## src/rtl/muldiv_pkg.sv

```systemverilog
// muldiv_pkg
// Shared definitions for the multi-cycle multiply/divide sequencer:
//   - MIPS funct codes handled beside the single-cycle ALU
//   - sequencer state encoding
//   - default operand width
//   - helper to classify mul/div funct codes
package muldiv_pkg;

    localparam int WIDTH_DEF = 32;

    localparam logic [5:0] MFHI  = 6'b010000;
    localparam logic [5:0] MTHI  = 6'b010001;
    localparam logic [5:0] MFLO  = 6'b010010;
    localparam logic [5:0] MTLO  = 6'b010011;
    localparam logic [5:0] MULT  = 6'b011000;
    localparam logic [5:0] MULTU = 6'b011001;
    localparam logic [5:0] DIV   = 6'b011010;
    localparam logic [5:0] DIVU  = 6'b011011;

    typedef enum logic [1:0] {
        IDLE = 2'd0,
        RUN  = 2'd1,
        FIX  = 2'd2
    } state_t;

    // The four mul/div codes share the prefix 0110; bit 1 selects divide
    // and bit 0 selects the unsigned variant.
    function automatic logic is_muldiv(input logic [5:0] funct);
        return funct[5:2] == 4'b0110;
    endfunction

endpackage

```

## src/rtl/muldiv_step.sv

```systemverilog
// muldiv_step
// Combinational single iteration of the shift-add multiply or the
// restoring divide. Both operations share one 2*WIDTH accumulator:
//   multiply: {partial product upper word, remaining multiplier bits}
//   divide:   {partial remainder, dividend bits / quotient bits so far}
// Ports:
//   is_div    in   1        1 = divide iteration, 0 = multiply iteration
//   acc       in   2*WIDTH  current accumulator
//   operand   in   WIDTH    multiplicand (multiply) or divisor (divide)
//   acc_next  out  2*WIDTH  accumulator after this iteration (quotient
//                           slot left at 0 for divide)
//   qbit      out  1        quotient bit produced by a divide iteration
module muldiv_step
    import muldiv_pkg::*;
#(
    parameter int WIDTH = WIDTH_DEF
) (
    input  logic                 is_div,
    input  logic [2*WIDTH-1:0]   acc,
    input  logic [WIDTH-1:0]     operand,
    output logic [2*WIDTH-1:0]   acc_next,
    output logic                 qbit
);

    logic [WIDTH:0] add_sum;
    logic [WIDTH:0] shifted;
    logic [WIDTH-1:0] new_rem;

    // Multiply: LSB-first, add the multiplicand into the upper word when the
    // current multiplier bit is set, then shift the whole accumulator right
    // taking the carry into the top bit.
    // Divide: shift the next dividend bit into the partial remainder, which
    // momentarily needs WIDTH+1 bits. The subtraction is done on WIDTH bits;
    // whenever it is taken the true difference is below the divisor, so the
    // wrapped WIDTH-bit result is exact.
    always_comb begin
        add_sum  = {1'b0, acc[2*WIDTH-1:WIDTH]} + {1'b0, operand};
        shifted  = acc[2*WIDTH-1:WIDTH-1];
        new_rem  = shifted[WIDTH-1:0];
        qbit     = 1'b0;
        acc_next = acc;
        if (is_div) begin
            qbit = shifted[WIDTH] | (shifted[WIDTH-1:0] >= operand);
            if (qbit) begin
                new_rem = shifted[WIDTH-1:0] - operand;
            end
            acc_next = {new_rem, acc[WIDTH-2:0], 1'b0};
        end else if (acc[0]) begin
            acc_next = {add_sum, acc[WIDTH-1:1]};
        end else begin
            acc_next = {1'b0, acc[2*WIDTH-1:1]};
        end
    end

endmodule

```

## src/rtl/muldiv_seq.sv

```systemverilog
// muldiv_seq
// Multi-cycle sequencer for MULT/MULTU/DIV/DIVU plus the HI/LO pair.
// Runs WIDTH iterations on operand magnitudes, then applies sign
// correction and writes hi/lo. Also services MTHI/MTLO directly.
// Ports:
//   clk      in   1      rising-edge clock
//   rst      in   1      asynchronous active-high reset
//   start    in   1      EX stage holds a muldiv-class instruction
//   alufunc  in   6      MIPS funct field
//   RA       in   WIDTH  rs operand
//   RB       in   WIDTH  rt operand
//   busy     out  1      operation in flight, pipeline must stall
//   done     out  1      one-cycle pulse when hi/lo have been updated
//   hi       out  WIDTH  HI register
//   lo       out  WIDTH  LO register
module muldiv_seq
    import muldiv_pkg::*;
#(
    parameter int WIDTH = WIDTH_DEF,
    parameter int CNT_W = 5
) (
    input  logic              clk,
    input  logic              rst,
    input  logic              start,
    input  logic [5:0]        alufunc,
    input  logic [WIDTH-1:0]  RA,
    input  logic [WIDTH-1:0]  RB,
    output logic              busy,
    output logic              done,
    output logic [WIDTH-1:0]  hi,
    output logic [WIDTH-1:0]  lo
);

    localparam logic [CNT_W-1:0] LAST_CNT = CNT_W'(WIDTH - 1);

    state_t             state;
    logic [CNT_W-1:0]   cnt;
    logic [2*WIDTH-1:0] acc;
    logic [WIDTH-1:0]   operand;
    logic               op_div;
    logic               neg_res;
    logic               neg_rem;
    logic               div_zero;

    logic               op_signed;
    logic               ra_neg;
    logic               rb_neg;
    logic [WIDTH-1:0]   ra_mag;
    logic [WIDTH-1:0]   rb_mag;

    logic [2*WIDTH-1:0] step_acc;
    logic               step_q;

    logic [2*WIDTH-1:0] prod_fix;
    logic [WIDTH-1:0]   quot_fix;
    logic [WIDTH-1:0]   rem_fix;

    // Operand magnitudes for the signed variants. Negating 0x80000000 gives
    // 0x80000000 again, which is exactly the right unsigned magnitude.
    always_comb begin
        op_signed = ~alufunc[0];
        ra_neg    = op_signed & RA[WIDTH-1];
        rb_neg    = op_signed & RB[WIDTH-1];
        ra_mag    = ra_neg ? -RA : RA;
        rb_mag    = rb_neg ? -RB : RB;
    end

    muldiv_step #(
        .WIDTH (WIDTH)
    ) u_step (
        .is_div   (op_div),
        .acc      (acc),
        .operand  (operand),
        .acc_next (step_acc),
        .qbit     (step_q)
    );

    // Sign correction applied on the way out of FIX. A zero divisor skips
    // quotient correction so lo reads all ones; the remainder path already
    // reproduces the original dividend because its magnitude passes through
    // untouched and then regains the dividend's sign.
    always_comb begin
        prod_fix = neg_res ? -acc : acc;
        quot_fix = neg_res ? -acc[WIDTH-1:0] : acc[WIDTH-1:0];
        if (div_zero) begin
            quot_fix = '1;
        end
        rem_fix  = neg_rem ? -acc[2*WIDTH-1:WIDTH] : acc[2*WIDTH-1:WIDTH];
    end

    // Main sequencer. start is only looked at in IDLE, so a request that
    // arrives while busy is dropped and the controller re-presents it. The
    // cycle done is high is back in IDLE and can accept the next start.
    always_ff @(posedge clk or posedge rst) begin
        if (rst) begin
            state    <= IDLE;
            cnt      <= '0;
            acc      <= '0;
            operand  <= '0;
            op_div   <= 1'b0;
            neg_res  <= 1'b0;
            neg_rem  <= 1'b0;
            div_zero <= 1'b0;
            done     <= 1'b0;
            hi       <= '0;
            lo       <= '0;
        end else begin
            done <= 1'b0;
            case (state)
                IDLE: begin
                    if (start) begin
                        if (alufunc == MTHI) begin
                            hi <= RA;
                        end else if (alufunc == MTLO) begin
                            lo <= RA;
                        end else if (is_muldiv(alufunc)) begin
                            op_div   <= alufunc[1];
                            acc      <= {{WIDTH{1'b0}}, ra_mag};
                            operand  <= rb_mag;
                            neg_res  <= ra_neg ^ rb_neg;
                            neg_rem  <= ra_neg;
                            div_zero <= alufunc[1] && (RB == '0);
                            cnt      <= '0;
                            state    <= RUN;
                        end
                    end
                end
                RUN: begin
                    acc <= step_acc | {{(2*WIDTH-1){1'b0}}, step_q};
                    cnt <= cnt + CNT_W'(1);
                    if (cnt == LAST_CNT) begin
                        state <= FIX;
                    end
                end
                FIX: begin
                    if (op_div) begin
                        hi <= rem_fix;
                        lo <= quot_fix;
                    end else begin
                        hi <= prod_fix[2*WIDTH-1:WIDTH];
                        lo <= prod_fix[WIDTH-1:0];
                    end
                    done  <= 1'b1;
                    state <= IDLE;
                end
                default: begin
                    state <= IDLE;
                end
            endcase
        end
    end

    assign busy = (state != IDLE);

endmodule

```

## config.mk

```make
export PLATFORM = sky130hd
export DESIGN_NAME = muldiv_seq
export DESIGN_NICKNAME = d
export VERILOG_FILES = /design/src/rtl/muldiv_pkg.sv /design/src/rtl/muldiv_step.sv /design/src/rtl/muldiv_seq.sv
export SDC_FILE = /design/constraint.sdc
export NUM_CORES = 1
export LEC_CHECK = 0
export ABC_AREA = 0
export CORE_MARGIN = 2
export CORE_UTILIZATION = 55
export DETAILED_ROUTE_END_ITERATION = 16
export GPL_TIMING_DRIVEN = 0
export PLACE_DENSITY = 0.77
export RECOVER_POWER = 100
export SETUP_SLACK_MARGIN = 0.2
export SLEW_MARGIN = 20
export SYNTH_ARGS = -nofsm -noshare
export SYNTH_HDL_FRONTEND = slang
export SYNTH_SLANG_ARGS = --single-unit
export TNS_END_PERCENT = 5
```

## constraint.sdc

```tcl
create_clock -name clk -period 7.24 [get_ports clk]
set_clock_uncertainty 0.2 [all_clocks]
set_input_delay 1.448 -clock clk [delete_from_list [all_inputs] [get_ports clk]]
set_output_delay 1.448 -clock clk [all_outputs]
set_load 0.05 [all_outputs]
```

# After elaboration in Yosys (flattened, before gate mapping)
# Cells that the tools add are included.
[word_totals]
regBits = 172
in_bits = 73
out_inout_bits = 66
word_cells = 88
[classes]
n_addsub = 8
magnitude_cmp = 1
n_eq_ne = 13
n_mux = 36
n_bitwise = 8
n_reduce_logical = 11
[op_table]
columns = ["operator", "count"]
rows = [
  ["$mux W64", 7],
  ["$mux W32", 13],
  ["$neg A32 Y32", 4],
  ["$pmux W32 S2", 2],
  ["$pmux W64 S2", 1],
  ["$neg A64 Y64", 1],
  ["$or A64 B1 Y64", 1],
  ["$add A32 B32 Y33", 1],
  ["$ge A32 B32 Y1", 1],
  ["$logic_not A32 Y1", 1],
  ["$sub A32 B32 Y32", 1],
  ["$mux W5", 4],
  ["$reduce_and A5 Y1", 3],
  ["$ne A2 B2 Y1 const B", 7],
  ["$eq A6 B5 Y1 const B", 2],
  ["$mux W2", 5],
  ["$pmux W5 S2", 1],
  ["$reduce_bool A2 Y1", 3],
  ["$add A5 B1 Y5 const B", 1],
  ["$eq A5 B5 Y1 const B", 1],
  ["$eq A4 B3 Y1 const B", 1],
  ["$pmux W2 S2", 1],
  ["$reduce_and A4 Y1", 1],
  ["$not A1 Y1", 3],
  ["other kinds (9)", 11],
]

# Depth between registers and ports, before layout
[logic_depth]
depth_word = 8
depth_mapped = 15
ltp_nobuf = 12

# Cells and area by module
# A second synthesis with hierarchy kept.
[unflattened]
hier_cells = 1874
hier_area_um2 = 14971.9
[by_module_without_submodules]
columns = ["module", "n_inst", "cells_each", "area_each_um2", "seq_area_each_um2"]
rows = [
  ["muldiv_seq", 1, 1153, 10062.2, 4304.1],
  ["muldiv_step", 1, 721, 4909.7, 0.0],
]

# Worst setup path before layout
# No wires, ideal clock.
[synth_timing]
path_type = "input to register"
startpoint = "in RA[6]"
endpoint = "reg acc[30]"
setup_time_ns = 0.083
arrival_time_ns = 3.695
required_ns = 6.957
slack_ns = 3.262
stages = 9
n_path_buf = 0
cell_sequence = "or4_1 -> nor3_1 -> nand2_1 -> nor4b_1 -> a31oi_1 -> a21oi_1 -> xnor2_1 -> a21oi_1 -> o21ai_0"
[synth_via]
elab_chain_len = 7
[synth_lines]
columns = ["element", "line_no", "text"]
rows = [
  ["start, declared", "muldiv_seq.sv:26", "input logic [WIDTH-1:0] RA,"],
  ["$neg A32 Y32", "muldiv_seq.sv:64", "ra_mag = ra_neg ? -RA : RA;"],
  ["$mux W32", "muldiv_seq.sv:64", ""],
  ["$mux W64", "muldiv_seq.sv:116", "end else if (is_muldiv(alufunc)) begin"],
  ["$mux W64", "muldiv_seq.sv:114", "end else if (alufunc == MTLO) begin"],
  ["$mux W64", "muldiv_seq.sv:112", "if (alufunc == MTHI) begin"],
  ["$mux W64", "muldiv_seq.sv:111", "if (start) begin"],
  ["$pmux W64 S2", "muldiv_seq.sv:109", "case (state)"],
  ["end signal, assigned", "muldiv_seq.sv:118", "acc <= {{WIDTH{1'b0}}, ra_mag};"],
  ["end signal, assigned", "muldiv_seq.sv:129", "acc <= step_acc | {{(2*WIDTH-1){1'b0}}, step_q};"],
  ["end, declared", "muldiv_seq.sv:38", "logic [2*WIDTH-1:0] acc;"],
]
# Every way passes these cells. The select of a mux whose other input is x is not followed.
# A chain may end at the register's enable or synchronous reset.

# Worst setup path in the final report
[layout_timing]
startpoint = "reg acc[0]"
endpoint = "reg hi[28]"
[layout_via]
elab_chain_len = 4
[layout_lines]
columns = ["element", "line_no", "text"]
rows = [
  ["$neg A64 Y64", "muldiv_seq.sv:83", "prod_fix = neg_res ? -acc : acc;"],
  ["$mux W64", "muldiv_seq.sv:83", ""],
  ["$mux W32", "muldiv_seq.sv:136", "if (op_div) begin"],
  ["$pmux W32 S2", "muldiv_seq.sv:109", ""],
  ["end signal, assigned", "muldiv_seq.sv:137", "hi <= rem_fix;"],
  ["end signal, assigned", "muldiv_seq.sv:140", "hi <= prod_fix[2*WIDTH-1:WIDTH];"],
  ["end, declared", "muldiv_seq.sv:30", "output logic [WIDTH-1:0] hi,"],
]
# Every way passes these cells.

==> results by group <==
Critical path
  – Setup Crit Path Kind: reg -> reg
  – Reg-to-reg critical path endpoint: hi[28]
  – Arrival time reported for the critical path endpoint: approximately 5400 ps
  – Startpoint class of the critical path: flop
  – Top fanout value on the critical path: 10
  – Worst path slowest cell: o21ai_0
  – Crit path from: acc[0]
  – Critical path, cell by cell: clkinv_1 > clkbuf_1 > ha_1 > nand2b_1 > or3_1 > clkbuf_1 > or2_1 > clkbuf_1 > o21ai_0 > o21ai_0 > a21oi_1 > xor2_1 > o21ai_0
  – Maximum single-stage delay on the critical path: approximately 860 ps
  – Worst path required time: between 7000 and 8000 ps
  – CP Capture Type: flop
  – Internal reg-to-reg setup slack: roughly 2000 ps
  – Worst R2R Start: acc[0]
  – Worst-case reg-to-reg path depth: 13
  – Endpoint of the most critical setup path: hi[28]

Clock tree
  – TritonCTS clock tree: yes
  – Post-CTS Repair Setup Buffers: 0
  – Number of buffers inserted during clock tree synthesis: 17
  – Number of H-tree branching levels: 4
  – Clock Pin Slew Worst Setup and Hold Paths: ~80 ps
  – Library cell used as clock root buffer: clkbuf_16
  – Number of sinks handled by clock tree synthesis: approximately 170
  – Max clock buf depth: 2
  – Number of gates resized after cts: 0
  – Hold-fix buffers, CTS: 0
  – Clock Latency Late Sink: 450 ps

Logic synthesis
  – Most instantiated flip-flop cell in the synthesis netlist: dfrtp_1
  – Cell type contributing the most total cell area after synthesis: dfrtp_1
  – Flops & latches, synth: between 150 and 200
  – Leading post-synthesis cells by cell area: dfrtp_1 (30%), o21ai_0 (6.8%), nand2_1 (6.2%), ha_1 (6.0%), xor2_1 (5.3%)
  – Syn nets: between 1500 and 2000
  – Area of the mapped netlist: around 0.015 mm^2
  – Async S/R FF share, synth: between 90% and 100%
  – Post-Syn Instances: 1816
  – Yosys top cell area share: 29.51%
  – Number of synthesis warnings: 0
  – Number of enable-type register cells in the synthesized netlist: 0
  – Synthesized area per cell: 8.033 um^2
  – Top cells by count, synth: nand2_1 (240), o21ai_0 (197), dfrtp_1 (172)
  – Sequential fraction of the synthesis area: between 20% and 30%
  – Distinct cell type count after synthesis: between 70 and 80
  – Leading cell type by number of instances after synthesis: nand2_1

Placed design
  – Placed inst area: around 0.016 mm^2
  – Placer congestion estimate: around 1
  – HPWL after DPL: between 40 and 50 mm
  – DP Cell Count: roughly 2300
  – Buffers on Ports: approximately 140

STA
  – Worst max-slew margin expressed relative to the limit: -154.1%
  – Slew at the pin with the worst max-slew slack: ~3800 ps
  – Hold slack final: roughly 280 ps
  – Number of setup violations in the final report: 0
  – Minimum period implied by the final worst setup slack: 5275 ps
  – Setup repair after global routing missed its margin: false
  – Highest Clock Rate: 0.1896 GHz
  – Final hold violations: 0
  – Number of slew-limit violations in the final report: 84
  – Final period util: 72.85%

Power and ir drop
  – Power per Cell Area: about 550 mW/mm^2
  – LEAKAGE: about 7.1 nW
  – Max VDD drop: ~0.27 mV
  – Total power consumption of the routed design: around 9.3 mW

Cells and area
  – Cell Count, Final, Fillers Out: between 2000 and 2500
  – Layout net count: about 2100
  – Area growth from synthesis to final layout: 16.17%
  – Filler cells: around 2300
  – End-of-flow core utilization: between 60 and 70%
  – Share of post-route cells with drive strength above 1: under 10%
  – Post-route cell area: around 0.017 mm^2
  – Antenna Cells: 0

GRT
  – Maximum number of pins on one net before global-route repair: 90
  – Vias in the first global route: between 10000 and 15000
  – Initial antenna violation count: 0
  – First-pass GRT wire length: about 81 mm
  – Grt total ovfl: 0
  – Gr usage total: between 30% and 40%

Detailed routing
  – Drt first pass iters: 6
  – Routed wire per std cell: about 22 um
  – Remaining routing DRC violations: 0
  – Post-detailed-routing wire length: 52.11 mm
  – DRT antenna net count: 0
  – Iter 0 DRT Violations: about 1400
  – Via count: between 10000 and 15000
  – Mean number of vias per cell: around 6.5

Run status
  – Status: finished, violations left
  – Failing checks: capacitance limit, slew limit

Hold path
  – Number of cells on the worst hold path: 2
  – Class of the worst hold path: reg -> reg

Die
  – Height of the die: between 150 and 200 um
  – Initial Util: between 50% and 60%
  – Die extent in x: about 170 um
  – Area of the die: 0.02784 mm^2
  – Top-Level Pins: around 140
  – Number of placement rows: between 50 and 60
  – Total core area: 0.02606 mm^2

Job
  – MaxCap Viol Count: 1
==> report_power, final <==
part | internal, mW | total, mW | switching, mW
logic | 2.37 | 6.42 | 4.04
registers | 1.40 | 1.93 | 0.526
clock network | 0.471 | 0.944 | 0.473
total | 4.24 | 9.29 | 5.04
==> worst min path at each step <==
stage	start	slack, ps	endpoint
2_1_floorplan	div_zero	250	div_zero
3_3_place_gp	lo[13]	260	lo[13]
3_5_place_dp	lo[16]	270	lo[16]
4_1_cts	lo[16]	290	lo[16]
5_1_grt	lo[24]	300	lo[24]
6_report	lo[16]	280	lo[16]
==> flip-flops by register name, indices dropped and copies added (netlist names) <==
| signal | count |
|---|---|
| operand | 32 |
| lo | 32 |
| cnt | 5 |
| div_zero | 1 |
| state | 2 |
| acc | 64 |
| neg_res | 1 |
| done | 1 |
| hi | 32 |
| neg_rem | 1 |
| op_div | 1 |
==> area by class of cell <==
cell class	count	area [um^2]	share of cell area (%)
flip-flops and latches	172	4304	25.40
well taps	335	419.2	2.473
plain buffers	124	474.2	2.798
clock inverters	14	148.9	0.8786
clock buffers	18	439.2	2.592
inverters	53	200.2	1.181
repair buffers	137	1389	8.195
multi-input cells	1467	9572	56.48
==> metrics by stage <==
stage | setup slack [ps] | setup TNS (ps)
floorplan | 931.9 | 0
global placement | -1380 | -233950
detailed placement | 1957 | 0
CTS | 2304 | 0
global route | 1833 | 0
finish | 1965 | 0
==> kinds of logic (layout without fill, tap and decap cells) <==
group | Yosys count | after routing | share of synthesized area (%)
AND/OR/NAND/NOR | 557 | 557 | 18.18
adder cells (fa/ha/maj) | 72 | 72 | 6.278
buffers and inverters | 177 | 346 | 4.683
multiplexers | 73 | 73 | 5.112
XOR/XNOR | 167 | 167 | 10.03
AO/OA/AOI/OAI | 598 | 598 | 26.21
flip-flops | 172 | 172 | 29.51
==> worst max-delay path, delay by kind of cell, from the launching register on <==
family                   cells  cell delay, ps
AO/OA/AOI/OAI                4            1790
buffers and inverters        4            1420
AND/OR/NAND/NOR              3             720
flip-flops                   1             530
adder cells (fa/ha/maj)      1             290
XOR/XNOR                     1             190
==> placed cells by master, fill, tap and decap left out, types with 51 or more instances in the layout <==
master           Yosys  final
nand2_1            240    240
o21ai_0            197    199
dfrtp_1            172    172
a21oi_1            123    123
clkbuf_1           108    111
nor2_1              95     95
xor2_1              88     88
xnor2_1             79     79
dlygate4sd3_1        0     71
ha_1                70     70
clkdlybuf4s50_1      0     65
mux2i_1             61     61
inv_1               52     51
==> per-layer routing <==
metal / GRT usage (%) / vias to the layer above / wire (um)
li1: - / 6933 / -
met1: 45.17 / 6992 / 19820
met2: 63.59 / 880 / 24710
met3: 5.252 / 192 / 4675
met4: 19.75 / 0 / 2903
met5: 0 / - / 0
Note: power is estimated with default switching activity, not from simulation.
